==> config.mk <==
export PLATFORM = sky130hd
export DESIGN_NAME = apb4_regfile
export DESIGN_NICKNAME = d
export VERILOG_FILES = /design/src/rtl/apb4_regfile.sv
export SDC_FILE = /design/constraint.sdc
export NUM_CORES = 1
export LEC_CHECK = 0
export BUFFER_PORTS_ARGS = -buffer_cell sky130_fd_sc_hd__buf_2
export CAP_MARGIN = 20
export CORE_AREA = 4 4 231 233
export CTS_CLUSTER_DIAMETER = 150
export DETAILED_ROUTE_END_ITERATION = 8
export DIE_AREA = 0 0 235 237
export GPL_TIMING_DRIVEN = 0
export MAX_ROUTING_LAYER = met4
export PLACE_DENSITY = 0.57
export SLEW_MARGIN = 30
export SYNTH_ARGS = -nofsm -noshare
export SYNTH_HDL_FRONTEND = slang
export SYNTH_SLANG_ARGS = --single-unit
==> constraint.sdc <==
create_clock -name PCLK -period 5.9 [get_ports PCLK]
set_input_delay 0.59 -clock PCLK [delete_from_list [all_inputs] [get_ports PCLK]]
set_output_delay 0.59 -clock PCLK [all_outputs]
set_load 0.05 [all_outputs]
==> src/rtl/apb4_regfile.sv <==
// ---------------------------------------------------------------------------
// apb4_regfile
//   APB4 completer holding NUM_REGS memory-mapped registers. Supports a fixed
//   number of access-phase wait states, PSTRB byte-lane writes, read-only
//   registers whose read value comes from hw_rdata, and PSLVERR on unaligned,
//   out-of-range, or read-only-write accesses.
//
// Ports
//   PCLK      in   clock, every flop on the rising edge
//   PRESET    in   synchronous active-high reset
//   PADDR     in   byte address
//   PSEL      in   completer select
//   PENABLE   in   access phase indicator
//   PWRITE    in   1 = write, 0 = read
//   PWDATA    in   write data
//   PSTRB     in   write byte strobes
//   PRDATA    out  read data (zero unless a clean read is completing)
//   PREADY    out  high for exactly the completion cycle
//   PSLVERR   out  error flag, only meaningful while PREADY is high
//   hw_rdata  in   status words for read-only registers, reg i at [i*DW +: DW]
//   reg_q     out  current register contents; read-only slots read 0
//   wr_pulse  out  one-hot pulse, bit i high in the cycle after reg i commits
// ---------------------------------------------------------------------------
module apb4_regfile #(
  parameter int                    ADDR_WIDTH  = 12,
  parameter int                    DATA_WIDTH  = 32,
  parameter int                    NUM_REGS    = 8,
  parameter int                    WAIT_STATES = 0,
  parameter logic [NUM_REGS-1:0]   RO_MASK     = '0,
  parameter logic [DATA_WIDTH-1:0] RESET_VAL   = '0
) (
  input  logic                           PCLK,
  input  logic                           PRESET,
  input  logic [ADDR_WIDTH-1:0]          PADDR,
  input  logic                           PSEL,
  input  logic                           PENABLE,
  input  logic                           PWRITE,
  input  logic [DATA_WIDTH-1:0]          PWDATA,
  input  logic [DATA_WIDTH/8-1:0]        PSTRB,
  output logic [DATA_WIDTH-1:0]          PRDATA,
  output logic                           PREADY,
  output logic                           PSLVERR,
  input  logic [NUM_REGS*DATA_WIDTH-1:0] hw_rdata,
  output logic [NUM_REGS*DATA_WIDTH-1:0] reg_q,
  output logic [NUM_REGS-1:0]            wr_pulse
);

  localparam int NB  = DATA_WIDTH / 8;
  localparam int OFS = $clog2(NB);
  // One extra bit so NUM_REGS == 2**(ADDR_WIDTH-OFS) still compares correctly.
  localparam int AW1 = ADDR_WIDTH + 1;
  localparam logic [ADDR_WIDTH-1:0] ALIGN_MASK = ADDR_WIDTH'((1 << OFS) - 1);
  localparam logic [3:0]            WAIT_INIT  = 4'(WAIT_STATES);

  localparam logic [0:0] ST_IDLE   = 1'b0;
  localparam logic [0:0] ST_ACCESS = 1'b1;

  logic [0:0]            state;
  logic [3:0]            cnt;
  logic [ADDR_WIDTH-1:0] addr_q;
  logic                  write_q;
  logic [DATA_WIDTH-1:0] wdata_q;
  logic [NB-1:0]         strb_q;

  logic [AW1-1:0]        idx;
  logic [NUM_REGS-1:0]   hit_vec;
  logic                  sel_ro;
  logic [DATA_WIDTH-1:0] sel_data;
  logic                  misalign;
  logic                  err;
  logic                  completing;
  logic                  commit;

  // Replace the strobed byte lanes of old_val with the matching lanes of new_val.
  function automatic logic [DATA_WIDTH-1:0] byte_merge(
    input logic [DATA_WIDTH-1:0] old_val,
    input logic [DATA_WIDTH-1:0] new_val,
    input logic [NB-1:0]         strb
  );
    logic [DATA_WIDTH-1:0] res;
    for (int b = 0; b < NB; b++) begin
      res[8*b +: 8] = strb[b] ? new_val[8*b +: 8] : old_val[8*b +: 8];
    end
    return res;
  endfunction

  assign idx = {1'b0, addr_q} >> OFS;

  // Decode the latched address: register hit, read-only flag, read value, error.
  always_comb begin
    hit_vec  = '0;
    sel_ro   = 1'b0;
    sel_data = '0;
    for (int i = 0; i < NUM_REGS; i++) begin
      hit_vec[i] = (idx == AW1'(i));
      sel_ro     = sel_ro | (hit_vec[i] & RO_MASK[i]);
      sel_data   = sel_data | ({DATA_WIDTH{hit_vec[i]}} &
                   (RO_MASK[i] ? hw_rdata[i*DATA_WIDTH +: DATA_WIDTH]
                               : reg_q[i*DATA_WIDTH +: DATA_WIDTH]));
    end
    misalign   = |(addr_q & ALIGN_MASK);
    // No hit bit set means the index is beyond the register bank.
    err        = misalign | ~(|hit_vec) | (write_q & sel_ro);
    completing = (state == ST_ACCESS) & (cnt == 4'd0);
    commit     = completing & write_q & ~err;
  end

  // Bus response: PREADY follows state/counter, data and error only while completing.
  always_comb begin
    PREADY  = completing;
    PSLVERR = completing & err;
    if (completing & ~write_q & ~err) begin
      PRDATA = sel_data;
    end else begin
      PRDATA = '0;
    end
  end

  // Transfer FSM: latch request on setup, count wait states, drop on abort.
  always_ff @(posedge PCLK) begin
    if (PRESET) begin
      state   <= ST_IDLE;
      cnt     <= 4'd0;
      addr_q  <= '0;
      write_q <= 1'b0;
      wdata_q <= '0;
      strb_q  <= '0;
    end else begin
      case (state)
        ST_IDLE: begin
          if (PSEL && !PENABLE) begin
            state   <= ST_ACCESS;
            cnt     <= WAIT_INIT;
            addr_q  <= PADDR;
            write_q <= PWRITE;
            wdata_q <= PWDATA;
            strb_q  <= PSTRB;
          end else begin
            state <= ST_IDLE;
          end
        end
        ST_ACCESS: begin
          if (cnt == 4'd0) begin
            state <= ST_IDLE;
          end else if (!PSEL) begin
            // Requester withdrew before completion: nothing is committed.
            state <= ST_IDLE;
            cnt   <= 4'd0;
          end else begin
            cnt <= cnt - 4'd1;
          end
        end
        default: begin
          state <= ST_IDLE;
          cnt   <= 4'd0;
        end
      endcase
    end
  end

  // Register bank and write pulse; read-only slots are held at zero.
  always_ff @(posedge PCLK) begin
    if (PRESET) begin
      for (int i = 0; i < NUM_REGS; i++) begin
        reg_q[i*DATA_WIDTH +: DATA_WIDTH] <= RO_MASK[i] ? '0 : RESET_VAL;
      end
      wr_pulse <= '0;
    end else begin
      for (int i = 0; i < NUM_REGS; i++) begin
        if (commit && !RO_MASK[i] && hit_vec[i]) begin
          reg_q[i*DATA_WIDTH +: DATA_WIDTH] <=
            byte_merge(reg_q[i*DATA_WIDTH +: DATA_WIDTH], wdata_q, strb_q);
        end
      end
      // Pulse fires on every clean write, including an all-zero strobe.
      wr_pulse <= commit ? hit_vec : '0;
    end
  end

endmodule

## Word level (Yosys, flattened, before mapping)

Index checks and enable logic that the tools add are counted.

| word-level totals | value |
|---|---|
| word-level logic and storage cells | 134 |
| bits of input ports | 309 |
| flip-flop bits (word level) | 318 |

| operators by class | value |
|---|---|
| bitwise operators | 27 |
| add/subtract/negate cells | 1 |
| eq/ne operators | 9 |
| reduce and logical (&&, ||, !) cells | 49 |
| muxes and demuxes | 9 |

Operator list:

| cell | count |
|---|---|
| $and A32 B32 Y32 | 8 |
| $or A32 B32 Y32 | 7 |
| $reduce_and A2 Y1 | 34 |
| $eq A10 B3 Y1 const B | 4 |
| $mux W32 | 1 |
| $eq A10 B2 Y1 const B | 2 |
| $logic_not A13 Y1 | 1 |
| $mux W4 | 3 |
| $eq A10 B1 Y1 const B | 1 |
| $logic_and A1 B1 Y1 | 9 |
| $pmux W4 S2 | 1 |
| $reduce_or A8 Y1 | 1 |
| $and A1 B1 Y1 | 6 |
| $not A1 Y1 | 5 |
| $logic_not A4 Y1 | 1 |
| $ne A2 B2 Y1 const B | 2 |
| $reduce_or A2 Y1 | 2 |
| $sub A4 B1 Y4 const B | 1 |
| $mux W1 | 3 |
| $pmux W1 S2 | 1 |
| $logic_not A1 Y1 | 1 |
| $or A1 B1 Y1 | 1 |

## Depth between registers and ports, before layout

| logic depth | value |
|---|---|
| word-level depth | 10 |
| mapped depth | 9 |
| mapped depth without buffers | 7 |

## Worst setup path before layout

Ideal clock, no wire load.

| timing path | value |
|---|---|
| path type | register to output |
| start | register addr_q[3] |
| end | output port PRDATA[22] |
| cell stages (with the launch flop) | 8 |
| buffers on the path | 3 |
| arrival | 2.894 ns |
| path slack | 2.416 ns |
| cell sequence | dfxtp_1 > buf_2 > buf_1 > buf_1 > mux2i_1 > o22ai_1 > nor2_1 > a211oi_1 |

| between the ends | value |
|---|---|
| cells in the longest elaborated chain, start to end | 10 |

Ends and longest elaborated chain:

| item | line | text |
|---|---|---|
| from (decl) | 60 | `logic [ADDR_WIDTH-1:0] addr_q;` |
| from (signal assigned) | 124 | `addr_q <= '0;` |
| from (signal assigned) | 134 | `addr_q <= PADDR;` |
| $eq A10 B1 Y1 / $logic_not A13 Y1 (equally long branches) | 95 | `hit_vec[i] = (idx == AW1'(i));` |
| $and A32 B32 Y32 | 97 | `sel_data = sel_data \| ({DATA_WIDTH{hit_vec[i]}} &` |
| $or A32 B32 Y32 (7 in series) | 97 |  |
| $mux W32 * | 112 | `if (completing & ~write_q & ~err) begin` |
| to (decl) | 40 | `output logic [DATA_WIDTH-1:0] PRDATA,` |

Mark *: on every way between the ends. The rest lies on a longest branch, timed or not.

## Worst setup path after layout

| timing path | value |
|---|---|
| start | register addr_q[2] |
| end | output port PRDATA[18] |

Same word-level chain as after synthesis.

==> out/qor.csv <==
metric,value,unit
Syn Inst Count,1508,
grt met2 use,36.3,%
IO Pins,607,
top post-synthesis cells by count,"dfxtp_1 (318), mux2i_1 (295), nand2b_1 (292)",
RSZ-0062 raised after global routing,no,
fin. max-slew vios,0,
later-pin clock latency in the skew report,0.56,ns
sequential fraction of the synthesis area,43.4,%
clk sinks,318,
layout cells sized above 1,25.6,%
leakage dissipation,8.75,nW
Syn. warnings,0,
Initial Utilization,28.6,%
GRT busiest layer,met2,
Final period util,85.6,%
Antenna Violating Nets Remaining,0,
Crit Path Class,register to primary output,
DR vias/cell,5.23,
crit end category,primary output,
DP Cell Count,2541,
initial DRC count,1327,
ys async rst share,0,%
pre-CTS setup slack,1.47,ns
Reg-to-Reg Start,addr_q[2],
first-pass detailed-route iteration total,6,
via count,13640,
postcts setup bufs,0,
maximum clock path buffer count,3,
vias in the first global route,13350,
GR Overflow Total,0,
total power,4.93,mW
drt total wl,74600,µm
worst-case clock skew,0.0251,ns
hold-fix buffers at CTS,0,
CP startpoint,addr_q[2],
Max-Slew Margin vs Limit,24.3,%
most numerous cell in the Yosys netlist,dfxtp_1,
startpoint types,register,
CP Cell Sequence,clkbuf_1 -> clkbuf_1 -> nor3b_2 -> clkbuf_2 -> nand3_1 -> a31oi_1 -> buf_2,
die area,0.0557,mm²
fin crit period,5.05,ns
Cell variety after synth,56,
setup TNS,0,ns
initial antenna violation count,4,
Mapped Nets,1818,
Hold Slack,0.275,ns
Netlist Area Pre-Place,0.0147,mm²
Mean Syn Cell Area,9.72,µm²
final net count,2211,
Yosys top cell by area,dfxtp_1,
core area,0.0512,mm²
HP Start,PWDATA[1],
DP Wirelength,55400,µm
ys flop type,dfxtp_1,
Root Buffer,clkbuf_16,
Die Ht,237,µm
max incr delay on CP,0.77,ns
port bufs,349,
crit-path max FO,10,
grt met1 use,36.2,%
Die X,235,µm
"top cells by area, synth","dfxtp_1 (43%), mux2i_1 (20%), nand2b_1 (12%), nand2_1 (3.0%), mux4_2 (2.3%)",
CTS Buf Count,38,
PwrDens,265,mW/mm²
CP most frequent cell,clkbuf_1,
Max Cap Viol,0,
worst hold path type,input pin to register,
status,"finished, final reports clean",
first-pass GRT wire length,103000,µm
slowest CP cell,clkbuf_1,
final worst slack,0.849,ns
Routed WL per cell,28.6,µm
CTS resizes,0,
"Req. time, crit path",5.31,ns
DRC Markers,0,
"Arr. time, crit path",4.46,ns
row count,83,
post-synth top area share,43.4,%
Worst-Margin Slew,1.14,ns
#FFs+latches synth,318,
largest net degree at the start of global routing,13,
Final Hold Fails,0,
"Reg clk slew, reported paths",0.06,ns
H-tree depth,2,
setup violators final,0,
met3 global-route usage,9.29,%
CTS tree,yes,
GP Congestion,0.889,
Peak VDD IR,0.168,mV
Layout area overhead,27.0,%
Final Non-Filler Cells,2606,
"EDFF count, synth",0,
GRT Util Overall,26.3,%
Max Clk Rate,198,MHz
==> cell families (layout without fill, tap and decap cells) <==
kind of cell               count (synthesis)  in the layout  share of synthesized area, %
and+or+nand+nor                          543            543                          20.9
AOI/OAI and AO/OA                        167            167                          7.58
muxes                                    327            327                          23.8
buffers and inverters                    152            567                          4.25
DFF                                      318            318                          43.4
adders and majority gates                  1              1                        0.0853
other                                      0              3                             0
==> routing by layer <==
layer | wire [µm] | vias to the layer above
met3 | 8800 | 118
li1 | - | 6005
met2 | 30000 | 814
met4 | 2310 | 0
met1 | 33500 | 6703
met5 | 0 | -
==> layout by cell type (no fill, tap or decap), types with 10 or more instances in the layout <==
| cell | instances |
|---|---|
| a21oi_1 | 67 |
| a22o_1 | 13 |
| a22oi_1 | 12 |
| a31oi_1 | 10 |
| buf_1 | 38 |
| buf_2 | 363 |
| clkbuf_1 | 80 |
| clkbuf_16 | 39 |
| clkbuf_2 | 14 |
| dfxtp_1 | 318 |
| mux2_2 | 17 |
| mux2i_1 | 295 |
| mux4_2 | 15 |
| nand2_1 | 117 |
| nand2b_1 | 292 |
| nand3_1 | 31 |
| nor2_1 | 27 |
| nor3_1 | 11 |
| o21ai_0 | 11 |
| or3_1 | 12 |
==> path summary, 6_finish.rpt <==
kind	cells past startpoint	endpoint	slack, ns
hold / removal	3	wdata_q[1]	0.28
setup reg to reg	5	reg_q[229]	1.70
hold reg to reg	2	addr_q[8]	0.46
setup / recovery	7	PRDATA[18]	0.85
==> cell type report <==
cell class	instances	area (µm²)
plain buffers	144	613
flip-flops and latches	318	6370
well taps	680	851
clock inverters	8	123
diodes	3	7.51
inverters	8	30.0
repair buffers	353	1790
fillers	5214	32600
clock buffers	54	1110
multi-input cells	1038	7730
==> state kept, by name, indices dropped and copies added, names as in the netlist <==
register	flops
write_q	1
reg_q	256
wr_pulse	8
addr_q	12
state	1
strb_q	4
wdata_q	32
cnt	4
==> power breakdown <==
part | switching, mW | leakage, nW | internal [mW]
Clock | 0.949 | 0.610 | 1.44
Sequential | 0.0121 | 2.57 | 2.16
Combinational | 0.267 | 5.57 | 0.102
Total | 1.23 | 8.75 | 3.70
==> critical path: cells and delay by family (launching register included) <==
| family | cells | cell delay, ns |
|---|---|---|
| buffers and inverters | 4 | 2.33 |
| and+or+nand+nor | 2 | 0.81 |
| AOI/OAI and AO/OA | 1 | 0.31 |
| DFF | 1 | 0.45 |
==> per-stage QoR <==
step / util, % / cell area [µm²]
2_1_floorplan: - / 14700
3_3_place_gp: 33.7 / 17300
3_5_place_dp: 33.9 / 17400
4_1_cts: 36.3 / 18600
5_1_grt: 36.4 / 18600
6_report: 36.4 / 18600
Power figures use the tool's default switching activity.
